==> config.mk <==
export PLATFORM = sky130hd
export DESIGN_NAME = colour_decoder_flat
export DESIGN_NICKNAME = d
export VERILOG_FILES = /design/src/rtl/colour_decoder_if.sv /design/src/rtl/colour_decoder.sv /design/src/flat_wrapper.sv
export SDC_FILE = /design/constraint.sdc
export NUM_CORES = 1
export LEC_CHECK = 0
export ABC_CLOCK_PERIOD_IN_PS = 5200
export CAP_MARGIN = 10
export CORE_UTILIZATION = 40
export DETAILED_ROUTE_END_ITERATION = 8
export GPL_ROUTABILITY_DRIVEN = 1
export PLACE_DENSITY = 0.65
export REMOVE_ABC_BUFFERS = 1
export SLEW_MARGIN = 20
export SYNTH_ARGS = -nofsm -noshare
export SYNTH_HDL_FRONTEND = slang
export SYNTH_SLANG_ARGS = --single-unit
==> constraint.sdc <==
create_clock -name clk -period 5.2 [get_ports clk]
set_input_delay 0.52 -clock clk [delete_from_list [all_inputs] [get_ports clk]]
set_output_delay 0.52 -clock clk [all_outputs]
set_load 0.01 [all_outputs]
==> src/rtl/colour_decoder_if.sv <==
// Bundle of the button-side inputs and the decoded-colour handshake outputs.
// The producer of buttons/ready uses master; the decoder uses slave.
interface colour_decoder_if;
    logic       ie;
    logic [3:0] btn;
    logic       ready;
    logic [1:0] colour_dec_out;
    logic       valid;
    logic       multi_err;
    logic       busy;

    modport master (
        output ie,
        output btn,
        output ready,
        input  colour_dec_out,
        input  valid,
        input  multi_err,
        input  busy
    );

    modport slave (
        input  ie,
        input  btn,
        input  ready,
        output colour_dec_out,
        output valid,
        output multi_err,
        output busy
    );
endinterface

==> src/rtl/colour_decoder.sv <==
// Debounced four-button colour decoder: synchronises raw buttons, accepts a
// single stable press, presents its 2-bit code once, then waits for release.
module colour_decoder #(
    parameter int DEBOUNCE_CYCLES = 16
) (
    input  logic             clk,
    input  logic             rst,
    colour_decoder_if.slave  bus
);

    localparam logic [1:0] ST_IDLE         = 2'd0;
    localparam logic [1:0] ST_DEB_PRESS    = 2'd1;
    localparam logic [1:0] ST_PRESENT      = 2'd2;
    localparam logic [1:0] ST_WAIT_RELEASE = 2'd3;

    localparam logic [7:0] CNT_LAST = 8'(DEBOUNCE_CYCLES - 1);
    localparam logic [7:0] CNT_MAX  = 8'hFF;

    logic [3:0] sync1_q, sync1_d;
    logic [3:0] sync2_q, sync2_d;
    logic [1:0] state_q, state_d;
    logic [7:0] cnt_q, cnt_d;
    logic [3:0] cap_q, cap_d;
    logic [1:0] code_q, code_d;
    logic       valid_q, valid_d;
    logic       multi_q, multi_d;
    logic       busy_q, busy_d;

    logic [3:0] btn_s;
    logic       btn_any;
    logic       btn_multi;
    logic       btn_onehot;
    logic [7:0] cnt_inc;

    function automatic logic [1:0] encode_onehot(input logic [3:0] oh);
        return {oh[3] | oh[2], oh[3] | oh[1]};
    endfunction

    assign sync1_d = bus.btn;
    assign sync2_d = sync1_q;
    assign btn_s   = sync2_q;

    // x & (x-1) clears the lowest set bit; anything left means two or more.
    assign btn_any    = (btn_s != 4'd0);
    assign btn_multi  = ((btn_s & (btn_s - 4'd1)) != 4'd0);
    assign btn_onehot = btn_any && !btn_multi;
    assign cnt_inc    = (cnt_q == CNT_MAX) ? CNT_MAX : cnt_q + 8'd1;

    always_comb begin
        state_d = state_q;
        cnt_d   = cnt_q;
        cap_d   = cap_q;
        code_d  = code_q;
        valid_d = valid_q;
        multi_d = 1'b0;

        case (state_q)
            ST_IDLE: begin
                if (bus.ie && btn_any) begin
                    if (btn_onehot) begin
                        cap_d   = btn_s;
                        cnt_d   = 8'd1;
                        state_d = ST_DEB_PRESS;
                    end else begin
                        cnt_d   = 8'd0;
                        multi_d = 1'b1;
                        state_d = ST_WAIT_RELEASE;
                    end
                end
            end

            ST_DEB_PRESS: begin
                if (!bus.ie || !btn_any) begin
                    cnt_d   = 8'd0;
                    state_d = ST_IDLE;
                end else if (btn_s == cap_q) begin
                    if (cnt_q == CNT_LAST) begin
                        code_d  = encode_onehot(cap_q);
                        valid_d = 1'b1;
                        state_d = ST_PRESENT;
                    end else begin
                        cnt_d = cnt_inc;
                    end
                end else if (btn_onehot) begin
                    // A different single button restarts the debounce on it.
                    cap_d = btn_s;
                    cnt_d = 8'd1;
                end else begin
                    cnt_d   = 8'd0;
                    multi_d = 1'b1;
                    state_d = ST_WAIT_RELEASE;
                end
            end

            ST_PRESENT: begin
                if (bus.ready) begin
                    valid_d = 1'b0;
                    cnt_d   = 8'd0;
                    state_d = ST_WAIT_RELEASE;
                end
            end

            ST_WAIT_RELEASE: begin
                if (btn_any) begin
                    cnt_d = 8'd0;
                end else if (cnt_q == CNT_LAST) begin
                    cnt_d   = 8'd0;
                    state_d = ST_IDLE;
                end else begin
                    cnt_d = cnt_inc;
                end
            end

            default: begin
                cnt_d   = 8'd0;
                valid_d = 1'b0;
                state_d = ST_IDLE;
            end
        endcase

        busy_d = (state_d != ST_IDLE);
    end

    always_ff @(posedge clk) begin
        if (rst) begin
            sync1_q <= 4'd0;
            sync2_q <= 4'd0;
            state_q <= ST_IDLE;
            cnt_q   <= 8'd0;
            cap_q   <= 4'd0;
            code_q  <= 2'd0;
            valid_q <= 1'b0;
            multi_q <= 1'b0;
            busy_q  <= 1'b0;
        end else begin
            sync1_q <= sync1_d;
            sync2_q <= sync2_d;
            state_q <= state_d;
            cnt_q   <= cnt_d;
            cap_q   <= cap_d;
            code_q  <= code_d;
            valid_q <= valid_d;
            multi_q <= multi_d;
            busy_q  <= busy_d;
        end
    end

    assign bus.colour_dec_out = code_q;
    assign bus.valid          = valid_q;
    assign bus.multi_err      = multi_q;
    assign bus.busy           = busy_q;

endmodule
==> src/flat_wrapper.sv <==
// flat-port wrapper written by rule: the top's interface ports become plain ports
module colour_decoder_flat 
#(
    parameter int DEBOUNCE_CYCLES = 16
)
  (clk, rst, bus_ie, bus_btn, bus_ready, bus_colour_dec_out, bus_valid, bus_multi_err, bus_busy);
  colour_decoder_if bus_i ();
  input  logic clk;
  input  logic rst;
  input wire logic [$bits(bus_i.ie)-1:0] bus_ie;
  input wire logic [$bits(bus_i.btn)-1:0] bus_btn;
  input wire logic [$bits(bus_i.ready)-1:0] bus_ready;
  output wire logic [$bits(bus_i.colour_dec_out)-1:0] bus_colour_dec_out;
  output wire logic [$bits(bus_i.valid)-1:0] bus_valid;
  output wire logic [$bits(bus_i.multi_err)-1:0] bus_multi_err;
  output wire logic [$bits(bus_i.busy)-1:0] bus_busy;
  assign bus_i.ie = bus_ie;
  assign bus_i.btn = bus_btn;
  assign bus_i.ready = bus_ready;
  assign bus_colour_dec_out = bus_i.colour_dec_out;
  assign bus_valid = bus_i.valid;
  assign bus_multi_err = bus_i.multi_err;
  assign bus_busy = bus_i.busy;
  colour_decoder #(.DEBOUNCE_CYCLES(DEBOUNCE_CYCLES)) u_core (.clk(clk), .rst(rst), .bus(bus_i));
endmodule
# ---- Word level (Yosys, flattened, before mapping)
# Cells that the tools add are included.
dict set report word_totals {
  output_inout_bits 5
  reg_bits 27
  wordCells 79
  inputBits 8
}
dict set report op_classes {
  eq_ne 13
  reduce_logical 16
  bitwise_logic 4
  mux 35
  add_sub_neg 2
}
# operator count
set op_table {}
lappend op_table {{8-bit 2-to-1 mux} 8}
lappend op_table {{8-bit case mux with 4 select lines} 1}
lappend op_table {{2-bit 2-to-1 mux} 9}
lappend op_table {{4-bit 2-to-1 mux} 4}
lappend op_table {{1-bit 2-to-1 mux} 9}
lappend op_table {{8-bit by 1-bit adder with 8-bit output (second input constant)} 1}
lappend op_table {{8-bit by 4-bit == test with 1-bit output (second input constant)} 1}
lappend op_table {{8-bit == test (second input constant)} 1}
lappend op_table {{2-bit case mux with 4 select lines} 1}
lappend op_table {{4-bit case mux with 2 select lines} 1}
lappend op_table {{4-bit AND reduction} 2}
lappend op_table {{4-bit nonzero test} 2}
lappend op_table {{2-bit by 1-bit inequality test with 1-bit output (second input constant)} 3}
lappend op_table {{2-bit inequality test (second input constant)} 3}
lappend op_table {{2-bit nonzero test} 3}
lappend op_table {{5-bit AND reduction} 1}
lappend op_table {{4-bit bitwise AND} 1}
lappend op_table {{2-bit == test (second input constant)} 2}
lappend op_table {{4-bit == test} 1}
lappend op_table {{4-bit by 3-bit inequality test with 1-bit output (second input constant)} 1}
lappend op_table {{1-bit case mux with 2 select lines} 2}
lappend op_table {{4-bit by 1-bit subtractor with 4-bit output (second input constant)} 1}
lappend op_table {{1-bit zero test} 3}
lappend op_table {{3-bit AND reduction} 1}
lappend op_table {{other kinds (6)} 8}

# ---- Longest topological paths before layout
dict set report depth {
  ltp_word 10
  mapped_depth 7
  mapped_depth_nobuf 6
}

# ---- Worst setup path after synthesis
# OpenSTA, ideal clock, no wires.
dict set report synth_path {
  path_type {in2reg}
  startpoint {input port bus_ie}
  endpoint {register u_core.cnt_q[0]}
  arrival_ns 1.595
  required_ns 5.065
  setup_ns 0.135
  setup_slack_ns 3.470
  cell_stages 6
  path_buffers 1
  cell_sequence {o41ai_4 -> or3_1 -> buf_6 -> o31a_2 -> nor2_1 -> a311oi_2}
}
dict set report synth_between {
  elab_chain_cells 4
  word_cells_on_any_way 8
  classes_between {eq/ne (2); mux (2); reduce/logical (4)}
}
# item line
set synth_lines {}
lappend synth_lines {{from (decl)} flat_wrapper.sv:10} ;# input wire logic [$bits(bus_i.ie)-1:0] bus_ie;
lappend synth_lines {{1-bit zero test} colour_decoder.sv:73} ;# if (!bus.ie || !btn_any) begin
lappend synth_lines {{1-bit logical OR} colour_decoder.sv:73}
lappend synth_lines {{4-bit by 3-bit inequality test with 1-bit output (no line) or 8-bit 2-to-1 mux (tied branches)} n/a}
lappend synth_lines {{3-bit AND reduction (no line) or 8-bit case mux with 4 select lines (tied branches)} n/a}
lappend synth_lines {{to (signal assigned)} colour_decoder.sv:139} ;# cnt_q <= cnt_d;
lappend synth_lines {{to (decl)} colour_decoder.sv:22} ;# logic [7:0] cnt_q, cnt_d;
# Parallel ways exist; a longest one is shown, timed or not.
# A chain may end at the register's enable or synchronous reset.

# ---- Final worst setup path
dict set report layout_path {
  startpoint {input port bus_ie}
  endpoint {register u_core.cnt_q[4]}
}
# Same word-level chain as after synthesis.

==> impl_metrics.ini <==
[outcome]
status = completed

[global_routing]
grt_pass1_wl_um = 4409
grt_max_degree = 29
grtUsageMet1 = 0.2049
grt_pass1_vias = 1009
antenna_found_initial = 0
top_usage_layer = met2
met2_usage = 0.2516
grtUsageMet3 = 0.04202
gr-usage-all-layers = 0.1553
grt_overflow = 0

[hold_path]
holdCritPathClass = reg -> reg
hold_start = u_core.sync1_q[1]
hold_depth = 1
hold_path_end = u_core.btn_s[1]

[die]
num_io_pins = 13
dieArea_mm2 = 0.003773
die_w_um = 61.43
die_h_um = 61.43
start_util = 0.4200
core_mm2 = 0.003363
num_rows = 21

[timing]
fin_setup_tns_ns = 0
finalSetupViolations = 0
fin_worst_skew_ns = 0.01264
fin_crit_ns = 2.132
max_freq_ghz = 0.4690
worst_slew_pin_slew_ns = 0.4808
slew_headroom = 0.6765
fin_crit_sh = 0.4100
layout_setup_ws_ns = 3.068
slew_viol_final = 0
rsz0062_at_grt = no
hold_violations = 0
hold_ws_ns = 0.4510

[clock_network]
ctsHoldBuffers = 0
path_clk_slew_ns = 0.13
cts-buffers-inserted = 3
clk_latency_ns = 0.32
cts_resized = 0
cts_setup_buffers = 0
htree_num_levels = 1
numClockSinks = 27
cts_tree = done
clockBufferDepth = 2
cts-root-buf = clkbuf_4

[worst_setup_path]
start_kind = input port
slowest_delay_ns = 0.54
path_max_fanout = 6
crit_required_ns = 5.44
rr_worst_depth = 5
worstPathCellList = clkdlybuf4s50_1 > o41ai_4 > or3_1 > o31a_2 > nor2_2 > o2bb2ai_1
timing.rr.end = u_core.cnt_q[4]
slowest_stage = clkdlybuf4s50_1
critPathBufInv = 1
worstPathArrival_ns = 2.38
rr_startpoint = u_core.btn_s[2]
cp_top_family = compound AO/OA/AOI/OAI gates
endpoint_kind = flop
r2r_slack_ns = 3.19
path_class = in -> reg

[placed_design]
dp.cells = 203
pre_cts_ws_ns = 2.740
hpwl_um = 1929
gp_congestion = 0.8159
place_area_mm2 = 0.001509
io_buffers = 12

[yosys]
synth_cell_type_count = 49
async_reset_ff_frac = 0
synth_ff_type = dfxtp_1
syn_area_mm2 = 0.001413
synth_top_area_frac = 0.3826
synth_edf_count = 0
syn_area_per_cell_um2 = 9.173
ys_warn_count = 0
ys_ff_latch = 27
synth_cells = 154
ys_top_cells_by_area = dfxtp_1 38%, nor2_1 4.5%, buf_6 4.0%, nor2b_1 3.5%, a21oi_1 2.8%
synth-seq-area-share = 0.3826
synth_top_area_cell = dfxtp_1

[layout]
nets = 171
stdcell_area_mm2 = 0.001535
syn2layout_area_growth_pct = 8.680
instances_no_fill = 207
antenna_cells = 0
drive_gt1_frac = 0.1056

[route]
dr.first_iter.drc_count = 75
vias = 1134
avgViaCountPerCell = 5.478
drtAntennaViolNets = 0
wire_per_inst_um = 13.01
drc_errors = 0
wl_um = 2693
drt_pass1_iterations = 4

[power]
vdd_drop_max_mv = 0.2167
leakagePower_nw = 0.4777
power.density_mw_per_mm2 = 265.1

[flow_run]
maxCapViolCount = 0
flip-flops by register name, indices dropped and copies added (netlist names):
register and flops:
u_core.btn_s 4, u_core.bus.busy 1, u_core.bus.colour_dec_out 2, u_core.bus.multi_err 1
u_core.bus.valid 1, u_core.cap_q 4, u_core.cnt_q 8, u_core.state_q 2
u_core.sync1_q 4
synthesized netlist by cell type, drive strengths merged, types with 2 or more instances:
library cell   n
dfxtp         27
nor2          18
nand2         10
a21oi          8
nor2b          8
o21ai          7
buf            6
nand3          6
a211oi         5
clkbuf         4
inv            4
mux2i          4
o31a           4
xnor2          4
a41oi          3
o2bb2ai        3
or2            3
a311oi         2
nand4          2
nor3           2
nor3b          2
nor4           2
nor4b          2
o31ai          2
where the power goes:
part	internal, W	switching (W)
registers	0.000218	0.0000158
logic	0.0000396	0.0000446
clock network	0.0000299	0.0000587
total	0.000288	0.000119
through the flow:
stage | total power [W] | util
global placement | 0.0003207 | 0.4487
floorplan | 0.0002924 | -
detailed placement | 0.0003219 | 0.4487
CTS | 0.0004124 | 0.4565
finish | 0.0004069 | 0.4565
global route | 0.0004328 | 0.4565
worst reg2reg max path, cell delays in order, from the launching register on:
cell and delay, ns:
dfxtp_1 0.60, o41ai_4 0.16, or3_1 0.46, o31a_2 0.45, nor2_2 0.16, o2bb2ai_1 0.14
final cells by class:
class / count / area [µm²]
Inverter: 4 / 15.01
Sequential cell: 27 / 540.5
Fill cell: 341 / 1828
Timing Repair Buffer: 13 / 127.6
Clock buffer: 4 / 26.28
Multi-Input combinational cell: 113 / 768.2
Tap cell: 46 / 57.56
placed cells by master (no fill, tap or decap), types with 3 or more instances in the layout:
| master | Yosys | final |
|---|---|---|
| a211oi_1 | 4 | 4 |
| a21oi_1 | 8 | 8 |
| a41oi_1 | 3 | 3 |
| clkbuf_4 | 0 | 3 |
| clkdlybuf4s50_1 | 0 | 12 |
| dfxtp_1 | 27 | 27 |
| inv_1 | 4 | 4 |
| mux2i_1 | 4 | 4 |
| nand2_1 | 10 | 10 |
| nand3_1 | 6 | 6 |
| nor2_1 | 17 | 17 |
| nor2b_1 | 8 | 8 |
| o21ai_0 | 6 | 6 |
| o2bb2ai_1 | 3 | 3 |
| xnor2_1 | 4 | 4 |
logic make-up (layout without fill, tap and decap cells):
group,Yosys count,count (layout),share of synthesized area
AND/OR/NAND/NOR,61,61,0.2330
AO/OA/AOI/OAI,41,41,0.2356
flip-flops,27,27,0.3826
buffers and inverters,14,21,0.07351
XOR/XNOR,5,5,0.03100
multiplexers,4,4,0.02834
adder cells (fa/ha/maj),2,2,0.01594
routing by layer:
| metal | wire length [µm] | vias up |
|---|---|---|
| met4 | 14 | 0 |
| met5 | 0 | - |
| li1 | - | 577 |
| met3 | 100 | 2 |
| met1 | 1326 | 529 |
| met2 | 1251 | 26 |
worst max path at each step:
stage | from | end | cells past startpoint
after global placement | bus_ie | u_core.cnt_q[0] | 6
after CTS | bus_ie | u_core.cnt_q[4] | 6
after detailed placement | bus_ie | u_core.cnt_q[4] | 6
final | bus_ie | u_core.cnt_q[4] | 6
after floorplan | u_core.btn_s[2] | u_core.cnt_q[0] | 5
after global routing | bus_ie | u_core.cnt_q[7] | 6
Power figures use the tool's default switching activity.
